$ cat src/rtl/mem_arb_pkg.sv
// Shared definitions for the two-requester unified-memory arbiter.
package mem_arb_pkg;

    typedef enum logic [1:0] {
        ST_IDLE = 2'd0,
        ST_BUSY = 2'd1,
        ST_RESP = 2'd2
    } state_t;

    localparam logic OWN_IF = 1'b0;
    localparam logic OWN_D  = 1'b1;

    localparam int unsigned MAX_WAIT_DEF = 4;

endpackage

$ cat src/rtl/mem_arb_prio.sv
// Winner selection for the arbiter: data beats fetch unless fetch has lost
// MAX_WAIT contested grants in a row.
import mem_arb_pkg::*;

module mem_arb_prio #(
    parameter int unsigned MAX_WAIT = MAX_WAIT_DEF
) (
    input  logic clk,
    input  logic reset,
    input  logic if_req,
    input  logic d_req,
    input  logic grant,
    output logic winner
);

    localparam logic [3:0] MAX_CNT = 4'(MAX_WAIT);

    logic [3:0] r_starve_cnt;
    logic       w_force_if;

    assign w_force_if = if_req && (r_starve_cnt >= MAX_CNT);
    assign winner     = (d_req && !w_force_if) ? OWN_D : OWN_IF;

    // Only contested data grants count against fetch; any fetch grant clears.
    always_ff @(posedge clk) begin
        if (reset) begin
            r_starve_cnt <= '0;
        end else if (grant) begin
            if (winner == OWN_IF) begin
                r_starve_cnt <= '0;
            end else if (if_req && (r_starve_cnt < MAX_CNT)) begin
                r_starve_cnt <= r_starve_cnt + 4'd1;
            end
        end
    end

endmodule

$ cat src/rtl/mem_arbiter.sv
// Arbitrates instruction fetch and load/store traffic onto one wait-state
// memory port; requests are latched at grant so mem_* stays stable.
import mem_arb_pkg::*;

module mem_arbiter #(
    parameter int unsigned ADDR_W   = 32,
    parameter int unsigned DATA_W   = 32,
    parameter int unsigned MAX_WAIT = MAX_WAIT_DEF
) (
    input  logic                  clk,
    input  logic                  reset,
    input  logic                  if_req,
    input  logic [ADDR_W-1:0]     if_addr,
    output logic [DATA_W-1:0]     if_rdata,
    output logic                  if_ack,
    input  logic                  d_req,
    input  logic                  d_we,
    input  logic [DATA_W/8-1:0]   d_wstrb,
    input  logic [ADDR_W-1:0]     d_addr,
    input  logic [DATA_W-1:0]     d_wdata,
    output logic [DATA_W-1:0]     d_rdata,
    output logic                  d_ack,
    output logic                  mem_req,
    output logic                  mem_we,
    output logic [DATA_W/8-1:0]   mem_wstrb,
    output logic [ADDR_W-1:0]     mem_addr,
    output logic [DATA_W-1:0]     mem_wdata,
    input  logic [DATA_W-1:0]     mem_rdata,
    input  logic                  mem_ready,
    output logic                  busy
);

    state_t                r_state;
    state_t                w_next;
    logic                  r_owner;
    logic [ADDR_W-1:0]     r_addr;
    logic                  r_we;
    logic [DATA_W/8-1:0]   r_wstrb;
    logic [DATA_W-1:0]     r_wdata;
    logic [DATA_W-1:0]     r_rdata;
    logic                  w_grant;
    logic                  w_winner;

    assign w_grant = (r_state == ST_IDLE) && (if_req || d_req);

    mem_arb_prio #(
        .MAX_WAIT (MAX_WAIT)
    ) u_prio (
        .clk    (clk),
        .reset  (reset),
        .if_req (if_req),
        .d_req  (d_req),
        .grant  (w_grant),
        .winner (w_winner)
    );

    always_ff @(posedge clk) begin
        if (reset) begin
            r_state <= ST_IDLE;
        end else begin
            r_state <= w_next;
        end
    end

    always_comb begin
        w_next = r_state;
        case (r_state)
            ST_IDLE: if (if_req || d_req) w_next = ST_BUSY;
            ST_BUSY: if (mem_ready)       w_next = ST_RESP;
            ST_RESP:                      w_next = ST_IDLE;
            default:                      w_next = ST_IDLE;
        endcase
    end

    always_comb begin
        mem_req = 1'b0;
        busy    = 1'b0;
        if_ack  = 1'b0;
        d_ack   = 1'b0;
        case (r_state)
            ST_BUSY: begin
                mem_req = 1'b1;
                busy    = 1'b1;
            end
            ST_RESP: begin
                busy    = 1'b1;
                if_ack  = (r_owner == OWN_IF);
                d_ack   = (r_owner == OWN_D);
            end
            default: ;
        endcase
    end

    // Fetch grants latch a read with all write controls forced low.
    always_ff @(posedge clk) begin
        if (reset) begin
            r_owner <= OWN_IF;
            r_addr  <= '0;
            r_we    <= 1'b0;
            r_wstrb <= '0;
            r_wdata <= '0;
            r_rdata <= '0;
        end else begin
            if (w_grant) begin
                r_owner <= w_winner;
                if (w_winner == OWN_D) begin
                    r_addr  <= d_addr;
                    r_we    <= d_we;
                    r_wstrb <= d_wstrb;
                    r_wdata <= d_wdata;
                end else begin
                    r_addr  <= if_addr;
                    r_we    <= 1'b0;
                    r_wstrb <= '0;
                    r_wdata <= '0;
                end
            end
            if ((r_state == ST_BUSY) && mem_ready) begin
                r_rdata <= mem_rdata;
            end
        end
    end

    assign mem_we    = r_we;
    assign mem_wstrb = r_wstrb;
    assign mem_addr  = r_addr;
    assign mem_wdata = r_wdata;
    assign if_rdata  = r_rdata;
    assign d_rdata   = r_rdata;

endmodule

$ cat config.mk
export PLATFORM = sky130hd
export DESIGN_NAME = mem_arbiter
export DESIGN_NICKNAME = d
export VERILOG_FILES = /design/src/rtl/mem_arb_pkg.sv /design/src/rtl/mem_arb_prio.sv /design/src/rtl/mem_arbiter.sv
export SDC_FILE = /design/constraint.sdc
export NUM_CORES = 1
export LEC_CHECK = 0
export ABC_AREA = 1
export CORE_UTILIZATION = 30
export DETAILED_ROUTE_END_ITERATION = 16
export PLACE_DENSITY = 0.7
export SYNTH_ARGS = -nofsm -noshare
export SYNTH_HDL_FRONTEND = slang
export SYNTH_SLANG_ARGS = --single-unit
$ cat constraint.sdc
create_clock -name clk -period 3.9 [get_ports clk]
set_clock_uncertainty 0.15 [all_clocks]
set_input_delay 0.975 -clock clk [delete_from_list [all_inputs] [get_ports clk]]
set_output_delay 0.975 -clock clk [all_outputs]
set_load 0.05 [all_outputs]
Word-level counts from Yosys, hierarchy flattened

Cells that the tools add are included.

Flip-flop bits (word level): 108
Input port bits: 138
Output and inout port bits: 137
Word-level logic and storage cells: 42

Add/sub/neg operators: 1
Order comparisons: 2
Eq/ne operators: 5
Mux-type cells: 14
Bitwise gates (word level): 1
Reductions and logical operators: 11

Operator list:

| operator            | count |
|---|---|
| $mux 32             | 2 |
| $mux 4              | 3 |
| $mux 1              | 6 |
| $logic_and 1x1->1   | 5 |
| $add 4x1->4 const B | 1 |
| $ge 4x3->1 const B  | 1 |
| $lt 4x3->1 const B  | 1 |
| $mux 2              | 2 |
| $ne 2x1->1 const B  | 2 |
| $pmux 2 s2          | 1 |
| $reduce_and 2->1    | 2 |
| $eq 2x1->1 const B  | 1 |
| $eq 2x2->1 const B  | 1 |
| $logic_not 2->1     | 1 |
| $ne 2x2->1 const B  | 1 |
| $reduce_or 2->1     | 1 |
| $logic_not 1->1     | 1 |
| $logic_or 1x1->1    | 1 |
| $not 1->1           | 1 |

Logic depth before layout (Yosys ltp)

Gate-level depths: netlist (run 1).

Depth after elaboration: 7
Gate-level depth with buffers: 10
Gate-level depth less buffers: 8

Cells and area by module

From an unflattened synthesis (run 1), not the netlist that was laid out.

Cell total of the unflattened synthesis: 649
Area, all modules: 4835.9 µm²

Modules (own cells, without submodules):

| module       | instances | cells each | area each (µm²) | seq. area each (µm²) |
|---|---|---|---|---|
| mem_arbiter  | 1         | 614        | 4613.2          | 2082.0 |
| mem_arb_prio | 1         | 35         | 222.7           | 80.1 |

Worst setup path before layout (run 1)

Ideal clock, no wire load.

Kind: register to output
Start: register r_state[0]
End: output port if_ack
Arrival: 1206 ps
Required time: 2775 ps
Path slack: 1569 ps
Cell stages (with the launch flop): 5
Path buffers: 0
Path through: dfxtp_1 > inv_1 > ha_1 > inv_1 > nor2_1

Cells in the longest elaborated chain, start to end: 2

RTL lines:

| item                     | line              | source |
|---|---|---|
| start: declaration       | mem_arbiter.sv:33 | `state_t r_state;` |
| start signal: assignment | mem_arbiter.sv:61 | `r_state <= w_next;` |
| $eq 2x2->1               | mem_arbiter.sv:80 | `case (r_state)` |
| $mux 1                   | mem_arbiter.sv:80 |  |
| end: declaration         | mem_arbiter.sv:15 | `output logic if_ack,` |

No other way between the ends.

Worst setup path in the final report (run 1)

Start: register r_state[0]
End: output port busy

Cells in the longest elaborated chain, start to end: 3
Elaborated cells between the ends (all ways): 4
Classes of those cells: 2 x eq/ne; 1 x mux; 1 x reduce/logical

RTL lines:

| item                                            | line              | source |
|---|---|---|
| $eq 2x1->1 / $eq 2x2->1 (equally long branches) | mem_arbiter.sv:80 |  |
| $reduce_or 2->1 (no line) (*)                   | -                 |  |
| $mux 1 (*)                                      | mem_arbiter.sv:80 |  |
| end: declaration                                | mem_arbiter.sv:30 | `output logic busy` |

Every way passes the cells marked *; elsewhere a longest branch is shown, timed or not.

==> impl_metrics.json, run 1 <==
{
  "synthTopCellsByArea": "dfxtp_1 (46%), nand3_1 (11%), nand2_1 (9.0%)",
  "multi_input_area_sq_um": 1880,
  "p_sw_mw": 1.22,
  "synth_seq_cells": 108,
  "grt_pass1_wl_microns": 23300,
  "syn_area_sq_um": 4670,
  "switching_share_pct": 37.0,
  "fp.dieH_microns": 127,
  "grt_pass1_vias": 4490,
  "core_sq_um": 15200,
  "fin_crit_sh_pct": 77.9,
  "postCtsSetupBuffers": 0,
  "first_pass_iters": 4,
  "slowest_stage": "clkdlybuf4s50_1",
  "hp-class": "reg -> reg",
  "area_growth_pct": 62.1,
  "drive_gt1_share_pct": 4.08,
  "synth_seq_area_share_pct": 46.3,
  "outcome": "complete, no violations",
  "clock_power_share_pct": 27.3,
  "synth_area_leader_cell": "dfxtp_1",
  "setup_viol": 0,
  "comb_power_share_pct": 34.7,
  "crit_buf_inv": 2,
  "clkTransAtPathRegs_ps": 80,
  "antenna_found_initial": 0,
  "p_int_mw": 2.07,
  "timing.fmax_ghz": 0.329,
  "cpPeakStageDelay_ps": 850,
  "min_from": "u_prio.r_starve_cnt[3]$_SDFFE_PP0P_",
  "yosys_warnings": 0,
  "die_area_sq_um": 16100,
  "p_seq_share_pct": 38.0,
  "htreeDepth": 3,
  "routed_wl_microns": 14900,
  "fin_setup_tns_ps": 0,
  "dp_hpwl_microns": 10500,
  "cts_hold_buf": 0,
  "track_usage_pct": 18.2,
  "final-hold-violation-count": 0,
  "synth_edf_count": 0,
  "crit_type": "reg -> out",
  "finalNonFillerCells": 1046,
  "synth_ff_type": "dfxtp_1",
  "fill_cells": 1513,
  "ant_nets": 0,
  "cp.arrival_ps": 1910,
  "rsz0062_at_grt": "no",
  "vias": 4931,
  "ios": 275,
  "antennaDiodeCount": 0,
  "wl_per_cell_microns": 14.3,
  "io_buffers": 274,
  "cts_tree": "yes",
  "power_mw": 3.29,
  "worstPathRequired_ps": 2770,
  "syn-instance-count": 636,
  "avgSynthCellArea_sq_um": 7.35,
  "setup.worst_path.start": "r_state[0]$_SDFFE_PP0P_",
  "p_leak_nw": 3.07,
  "fin_crit_ps": 3040,
  "yosysMostFrequentCell": "nand2_1",
  "gp_congestion": 0.754,
  "dpl.cell_count": 1030,
  "fin_util_pct": 49.8,
  "cap_violations": 0,
  "cts_num_sinks": 108,
  "clock_latency_ps": 350,
  "synthTopCellsByCount": "nand2_1 (112), dfxtp_1 (108), nand3_1 (101)",
  "r2r-start": "r_state[0]$_SDFFE_PP0P_",
  "synth_fp_nets": 778,
  "drtIter0Drc": 281,
  "crit_chain": "inv_1 > ha_1 > clkdlybuf4s50_1",
  "fin_nets": 995,
  "cp_top_family": "buffers and inverters",
  "powerDensity_nw_per_um2": 434,
  "routed_via_density": 4.71,
  "clockBufferDepth": 2,
  "grt_max_degree": 46,
  "cts_resized": 0,
  "ys_types": 20,
  "placementRows": 45,
  "peakVddDrop_v": 0.000261,
  "final-seq-area_sq_um": 2160,
  "final_max_slew_viol_count": 0,
  "worst_pin_slew_ps": 576,
  "cp-start-kind": "flip-flop",
  "grt_overflow_total": 0,
  "die_w_microns": 127,
  "critPathMaxFanout": 3,
  "synth_top_area_share_pct": 46.3,
  "drc": 0,
  "worstSetupEndpointType": "primary output",
  "cts-root-buf": "clkbuf_16",
  "cts_buffers": 9,
  "initial_core_util_pct": 30.7,
  "relSlewSlack_pct": 61.6,
  "async_reset_ff_share_pct": 0
}
## stage by stage
stage	hold slack, ps	area (sq um)	setup WS (ps)
final	293	7570	862
after global routing	326	7570	753
after CTS	293	7570	818
after detailed placement	280	7280	848
after global placement	278	7280	868
after floorplan	269	4670	1570
## layout make-up
cell class	count	share of cell area (%)
clock buffer	11	3.21
clock inverter	5	0.578
inverter	43	2.13
multi-input combinational	403	24.8
sequential	108	28.6
tap	188	3.11
timing repair buffer	288	37.6
## state kept, by name (all words and copies together) (netlist names)
signal               count
r_state                  2
mem_addr                32
mem_we                   1
u_prio.r_starve_cnt      4
mem_wdata               32
d_rdata                 32
r_owner                  1
mem_wstrb                4
## cell families after synthesis
family,Yosys count,synth area share (%)
compound gates,77,8.49
fa+ha+maj,4,1.07
buf+inv,125,13.5
flops,108,46.3
simple gates,322,30.6
## worst paths after layout
| path | endpoint | slack, ps | depth (start not counted) |
|---|---|---|---|
| worst min-delay path | u_prio.r_starve_cnt[3]$_SDFFE_PP0P_ | 290 | 2 |
| worst max register to register | mem_addr[19]$_SDFFE_PP0P_ | 1860 | 9 |
| worst min register to register | u_prio.r_starve_cnt[3]$_SDFFE_PP0P_ | 290 | 2 |
| worst max-delay path | busy | 860 | 3 |
## routing by layer
| metal | vias to the layer above | share of wire, % | GRT usage [%] |
|---|---|---|---|
| li1 | 2473 | - | - |
| met1 | 2252 | 43 | 22.2 |
| met2 | 191 | 48 | 30.7 |
| met3 | 15 | 7.7 | 5.19 |
| met4 | 0 | 1.4 | 6.37 |
| met5 | - | 0 | 0 |
## cell usage in the layout, fill, tap and decap left out
cell	Yosys	final
o21ai_0	34	34
o21ai_1	1	1
clkinvlp_4	0	2
inv_6	0	1
inv_1	43	42
nor2_1	72	72
clkdlybuf4s50_1	0	274
inv_8	0	1
a21oi_1	41	41
clkbuf_8	0	1
or2_2	1	1
clkbuf_16	0	9
inv_2	0	1
clkinv_4	0	1
o21ai_4	1	1
nand4_1	32	32
nand2_1	112	112
dfxtp_1	108	108
ha_1	4	4
nand3_1	101	101
clkbuf_1	25	1
nand2_2	2	2
buf_4	36	14
nor2_4	1	1
nor3_1	1	1
## power by group through the flow
stage / combinational, mW / sequential (mW) / clock [mW]
CTS: 1.15 / 1.25 / 0.934
global placement: 1.15 / 1.27 / 0
finish: 1.14 / 1.25 / 0.897
detailed placement: 1.15 / 1.28 / 0
floorplan: 0.447 / 1.57 / 0
global route: 1.21 / 1.26 / 0.974
## worst min-delay path: stages (launching register included)
cell and delay, ps:
dfxtp_1 320, nand2_1 60, nor2_1 30
Power figures use the tool's default switching activity.
==> run 2, diff against run 1 <==
Clock period 3.9 ns to 2.91 ns, I/O delays scaled along.
==> run 2 against run 1 <==
Against the previous run:
- combinational power rose by 36%
- critical endpoint is now d_ack
- critical path depth up 2
- clock-buffer cell count is the same
- die area unchanged
- first-iteration DRC count grew 13%
- clock power rose by 27%
- cell count is the same
- register-to-register slack worse by 790 ps
- sequential cell count did not move
- non-clock buffer count rose by 1
- highest routed layer unchanged
- setup slack got worse by 700 ps
- global-route usage up 0.54 points
==> impl_metrics.json, run 2 (synthesis gave the netlist of run 1 again) <==
{
  "fin_crit_sh_pct": 94.4,
  "initial_core_util_pct": 30.7,
  "hp-class": "reg -> reg",
  "fin_crit_ps": 2750,
  "rsz0062_at_grt": "no",
  "ant_nets": 0,
  "outcome": "complete, no violations",
  "dp_hpwl_microns": 10400,
  "final_cell_mix": "clkdlybuf4s50_1 (272), nand2_1 (112), dfxtp_1 (108)",
  "track_usage_pct": 18.8,
  "final-hold-violation-count": 0,
  "placed_area_sq_um": 7330,
  "antenna_found_initial": 0,
  "worstPathRequired_ps": 2030,
  "cts_buffers": 9,
  "fill_cells": 1508,
  "grt_pass1_vias": 4623,
  "cts_tree": "yes",
  "min_from": "u_prio.r_starve_cnt[3]$_SDFFE_PP0P_",
  "setup.worst_path.start": "r_state[0]$_SDFFE_PP0P_",
  "relSlewSlack_pct": 63.8,
  "clkTransAtPathRegs_ps": 70,
  "die_area_sq_um": 16100,
  "cp.arrival_ps": 1870,
  "timing.fmax_ghz": 0.364,
  "fp.dieH_microns": 127,
  "setup_viol": 0,
  "core_sq_um": 15200,
  "worstSetupEndpointType": "primary output",
  "fin_setup_tns_ps": 0,
  "grt_pass1_wl_microns": 23900,
  "r2r_slack_ps": 1070,
  "ios": 275,
  "vias": 4827,
  "wl_per_cell_microns": 14.5,
  "grt_overflow_total": 0,
  "first_pass_iters": 4,
  "powerDensity_nw_per_um2": 575,
  "io_buffers": 274,
  "drc": 0,
  "p_leak_nw": 3.11,
  "final_max_slew_viol_count": 0,
  "postCtsSetupBuffers": 0,
  "crit_end": "d_ack",
  "worst_pin_slew_ps": 541,
  "power_mw": 4.37,
  "clockBufferDepth": 2,
  "peakVddDrop_v": 0.000302,
  "rr_worst_depth": 10,
  "cp-start-kind": "flip-flop",
  "critPathMaxFanout": 3,
  "cts_num_sinks": 108,
  "clock_latency_ps": 350,
  "area_growth_pct": 62.6,
  "drtIter0Drc": 318,
  "cts-root-buf": "clkbuf_16",
  "htreeDepth": 3,
  "gp_congestion": 0.747,
  "r2r_end": "mem_addr[28]$_SDFFE_PP0P_",
  "antennaDiodeCount": 0,
  "r2r-start": "r_state[1]$_SDFFE_PP0P_",
  "drive_gt1_share_pct": 4.20,
  "routed_wl_microns": 15200,
  "cts_hold_buf": 0,
  "placementRows": 45,
  "fin_area_sq_um": 7600,
  "final_common_cell": "clkdlybuf4s50_1",
  "crit_type": "reg -> out",
  "fin_nets": 996,
  "cap_violations": 0,
  "die_w_microns": 127,
  "routed_via_density": 4.61,
  "cts_resized": 0,
  "grt_max_degree": 56
}
run 2: worst min path at each step:
stage | to | cells past startpoint
after floorplan | u_prio.r_starve_cnt[3]$_SDFFE_PP0P_ | 2
after global placement | u_prio.r_starve_cnt[3]$_SDFFE_PP0P_ | 2
after detailed placement | u_prio.r_starve_cnt[3]$_SDFFE_PP0P_ | 2
after CTS | u_prio.r_starve_cnt[3]$_SDFFE_PP0P_ | 2
after global routing | u_prio.r_starve_cnt[3]$_SDFFE_PP0P_ | 2
final | u_prio.r_starve_cnt[3]$_SDFFE_PP0P_ | 2
run 2: stage by stage:
step	std cells	hold slack, ps	utilization, %	worst slack [ps]
floorplan	636	269	-	827
global placement	1031	281	48.2	401
detailed placement	1031	282	48.2	362
CTS	1046	294	50.0	99.4
global route	1046	326	50.0	31.7
finish	1046	290	50.0	162
run 2: final cells by class:
class | count | area, sq um | share of cell area, %
inverter | 43 | 161 | 2.12
clock inverter | 4 | 26.3 | 0.346
multi-input combinational | 403 | 1880 | 24.7
tap | 188 | 235 | 3.10
clock buffer | 11 | 243 | 3.19
sequential | 108 | 2160 | 28.5
timing repair buffer | 289 | 2890 | 38.1
run 2: critical path, stage by stage (launching register included):
cell,delay [ps]
dfxtp_1,320
inv_1,80
ha_1,180
nand2_1,70
inv_1,60
clkdlybuf4s50_1,810
run 2: report_power, final:
| group | internal, mW | switching [mW] | total (mW) |
|---|---|---|---|
| combinational | 0.577 | 0.973 | 1.55 |
| clock | 0.599 | 0.545 | 1.14 |
| sequential | 1.60 | 0.0747 | 1.68 |
run 2: layer usage:
metal | up-vias | wire length (microns) | track usage (%)
li1 | 2479 | - | -
met1 | 2170 | 6570 | 22.4
met2 | 161 | 7320 | 32.2
met3 | 17 | 993 | 4.89
met4 | 0 | 276 | 7.28
met5 | - | 0 | 0
==> run 3, diff against run 2 <==
--- a/config.mk
+++ b/config.mk
@@ -8,5 +8,6 @@
 export ABC_AREA = 1
-export CORE_UTILIZATION = 30
+export CORE_ASPECT_RATIO = 1.2
+export CORE_UTILIZATION = 38
 export DETAILED_ROUTE_END_ITERATION = 16
-export PLACE_DENSITY = 0.7
+export PLACE_DENSITY = 0.85
 export SYNTH_ARGS = -nofsm -noshare
--- a/constraint.sdc
+++ b/constraint.sdc
@@ -4,2 +4,2 @@
 set_output_delay 0.7275 -clock clk [all_outputs]
-set_load 0.05 [all_outputs]
+set_load 0.005 [all_outputs]
==> run 3 against run 2 <==
Against the previous run:
- first-iteration DRC count is 43% lower
- sequential share of layout area about the same
- critical path depth fell by 2
- highest routed layer unchanged
==> impl_metrics.json, run 3 (synthesis gave the netlist of run 1 again) <==
{
  "outcome": "complete, no violations",
  "cap_violations": 0,
  "fin_crit_sh_pct": 85.3,
  "p_leak_nw": 3.10,
  "cts_tree": "yes",
  "ant_nets": 0,
  "core_sq_um": 12100,
  "relSlewSlack_pct": 59.5,
  "grt_max_degree": 70,
  "die_area_sq_um": 12700,
  "drive_gt1_share_pct": 3.97,
  "antennaDiodeCount": 0,
  "fin_setup_tns_ps": 0,
  "final_max_slew_viol_count": 0,
  "grt_pass1_wl_microns": 21900,
  "clockBufferDepth": 2,
  "final_common_cell": "clkdlybuf4s50_1",
  "setup_viol": 0,
  "postCtsSetupBuffers": 0,
  "worstSetupEndpointType": "primary output",
  "grt_pass1_vias": 4480,
  "cts_buffers": 9,
  "cts_hold_buf": 0,
  "final-hold-violation-count": 0,
  "power_mw": 3.93,
  "cts_num_sinks": 108,
  "cts_resized": 0,
  "powerDensity_nw_per_um2": 518,
  "hp-class": "reg -> reg",
  "die_w_microns": 103,
  "vias": 4922,
  "routed_wl_microns": 14600,
  "htreeDepth": 3,
  "final-seq-area_sq_um": 2160,
  "first_pass_iters": 7,
  "placementRows": 44,
  "fp.dieH_microns": 123,
  "wl_per_cell_microns": 14.3,
  "rsz0062_at_grt": "no",
  "cp-start-kind": "flip-flop",
  "worst_pin_slew_ps": 608,
  "crit_type": "reg -> out",
  "cts-root-buf": "clkbuf_16",
  "fill_cells": 1059,
  "drtIter0Drc": 182,
  "initial_core_util_pct": 38.8,
  "io_buffers": 274,
  "multi_input_area_sq_um": 1880,
  "grt_overflow_total": 0,
  "r2r_slack_ps": 660,
  "worstPathRequired_ps": 2030,
  "clock_latency_ps": 340,
  "antenna_found_initial": 0,
  "ios": 275,
  "area_growth_pct": 62.5,
  "clkTransAtPathRegs_ps": 70,
  "fin_nets": 994,
  "dp_hpwl_microns": 10300,
  "peakVddDrop_v": 0.000252,
  "track_usage_pct": 22.2,
  "gp_congestion": 0.760,
  "fin_crit_ps": 2480,
  "drc": 0,
  "final_cell_mix": "clkdlybuf4s50_1 (274), nand2_1 (112), dfxtp_1 (108)",
  "critPathMaxFanout": 3,
  "cp.arrival_ps": 1610,
  "timing.fmax_ghz": 0.403,
  "routed_via_density": 4.83
}
-- run 3: changes by cell type in the layout (fill, tap and decap cells not counted) --
cell	delta
buf_4	-4
inv_6	+3
clkdlybuf4s50_1	+2
buf_12	+1
bufinv_16	+1
clkbuf_8	-1
clkinv_2	-1
clkinv_4	-1
dlymetal6s2s_1	-1
-- run 3: path summary, 6_finish.rpt --
path	start	to	cells after the start
worst min register to register	u_prio.r_starve_cnt[3]$_SDFFE_PP0P_	u_prio.r_starve_cnt[3]$_SDFFE_PP0P_	2
worst max register to register	r_state[0]$_SDFFE_PP0P_	mem_addr[30]$_SDFFE_PP0P_	9
worst max-delay path	r_state[0]$_SDFFE_PP0P_	busy	3
worst min-delay path	u_prio.r_starve_cnt[3]$_SDFFE_PP0P_	u_prio.r_starve_cnt[3]$_SDFFE_PP0P_	2
-- run 3: layout make-up --
cell class | instances | share of cell area, %
timing repair buffer | 287 | 38.1
sequential | 108 | 28.5
clock inverter | 6 | 0.907
clock buffer | 10 | 3.02
tap | 161 | 2.65
inverter | 43 | 2.13
multi-input combinational | 403 | 24.7
-- run 3: where the power goes --
| group | internal [mW] | leakage (nW) | switching [mW] |
|---|---|---|---|
| sequential | 1.60 | 0.886 | 0.0766 |
| combinational | 0.578 | 2.07 | 0.440 |
| clock | 0.676 | 0.144 | 0.559 |
-- run 3: metal layers --
| metal | global-route usage (%) | vias up | routed length [microns] | part of all wire (%) |
|---|---|---|---|---|
| met5 | 0 | - | 0 | 0 |
| met4 | 7.83 | 0 | 330 | 2.3 |
| met3 | 5.94 | 25 | 963 | 6.6 |
| met2 | 38.0 | 173 | 7260 | 50 |
| met1 | 26.4 | 2246 | 6020 | 41 |
| li1 | - | 2478 | - | - |
-- run 3: metrics by stage --
step           hold WS [ps]  instance area, sq um  instances  utilization [%]  setup WS [ps]
3_5_place_dp            283                  7290       1002             60.5            374
2_1_floorplan           269                  4670        636                -           1120
6_report                296                  7590       1018             63.0            427
5_1_grt                 313                  7590       1018             63.0            320
4_1_cts                 296                  7590       1018             63.0            396
3_3_place_gp            278                  7290       1002             60.5            402
-- run 3: critical path: stages, from the launching register on --
cell and delay [ps]:
dfxtp_1 370, inv_1 80, ha_1 280, clkdlybuf4s50_1 540
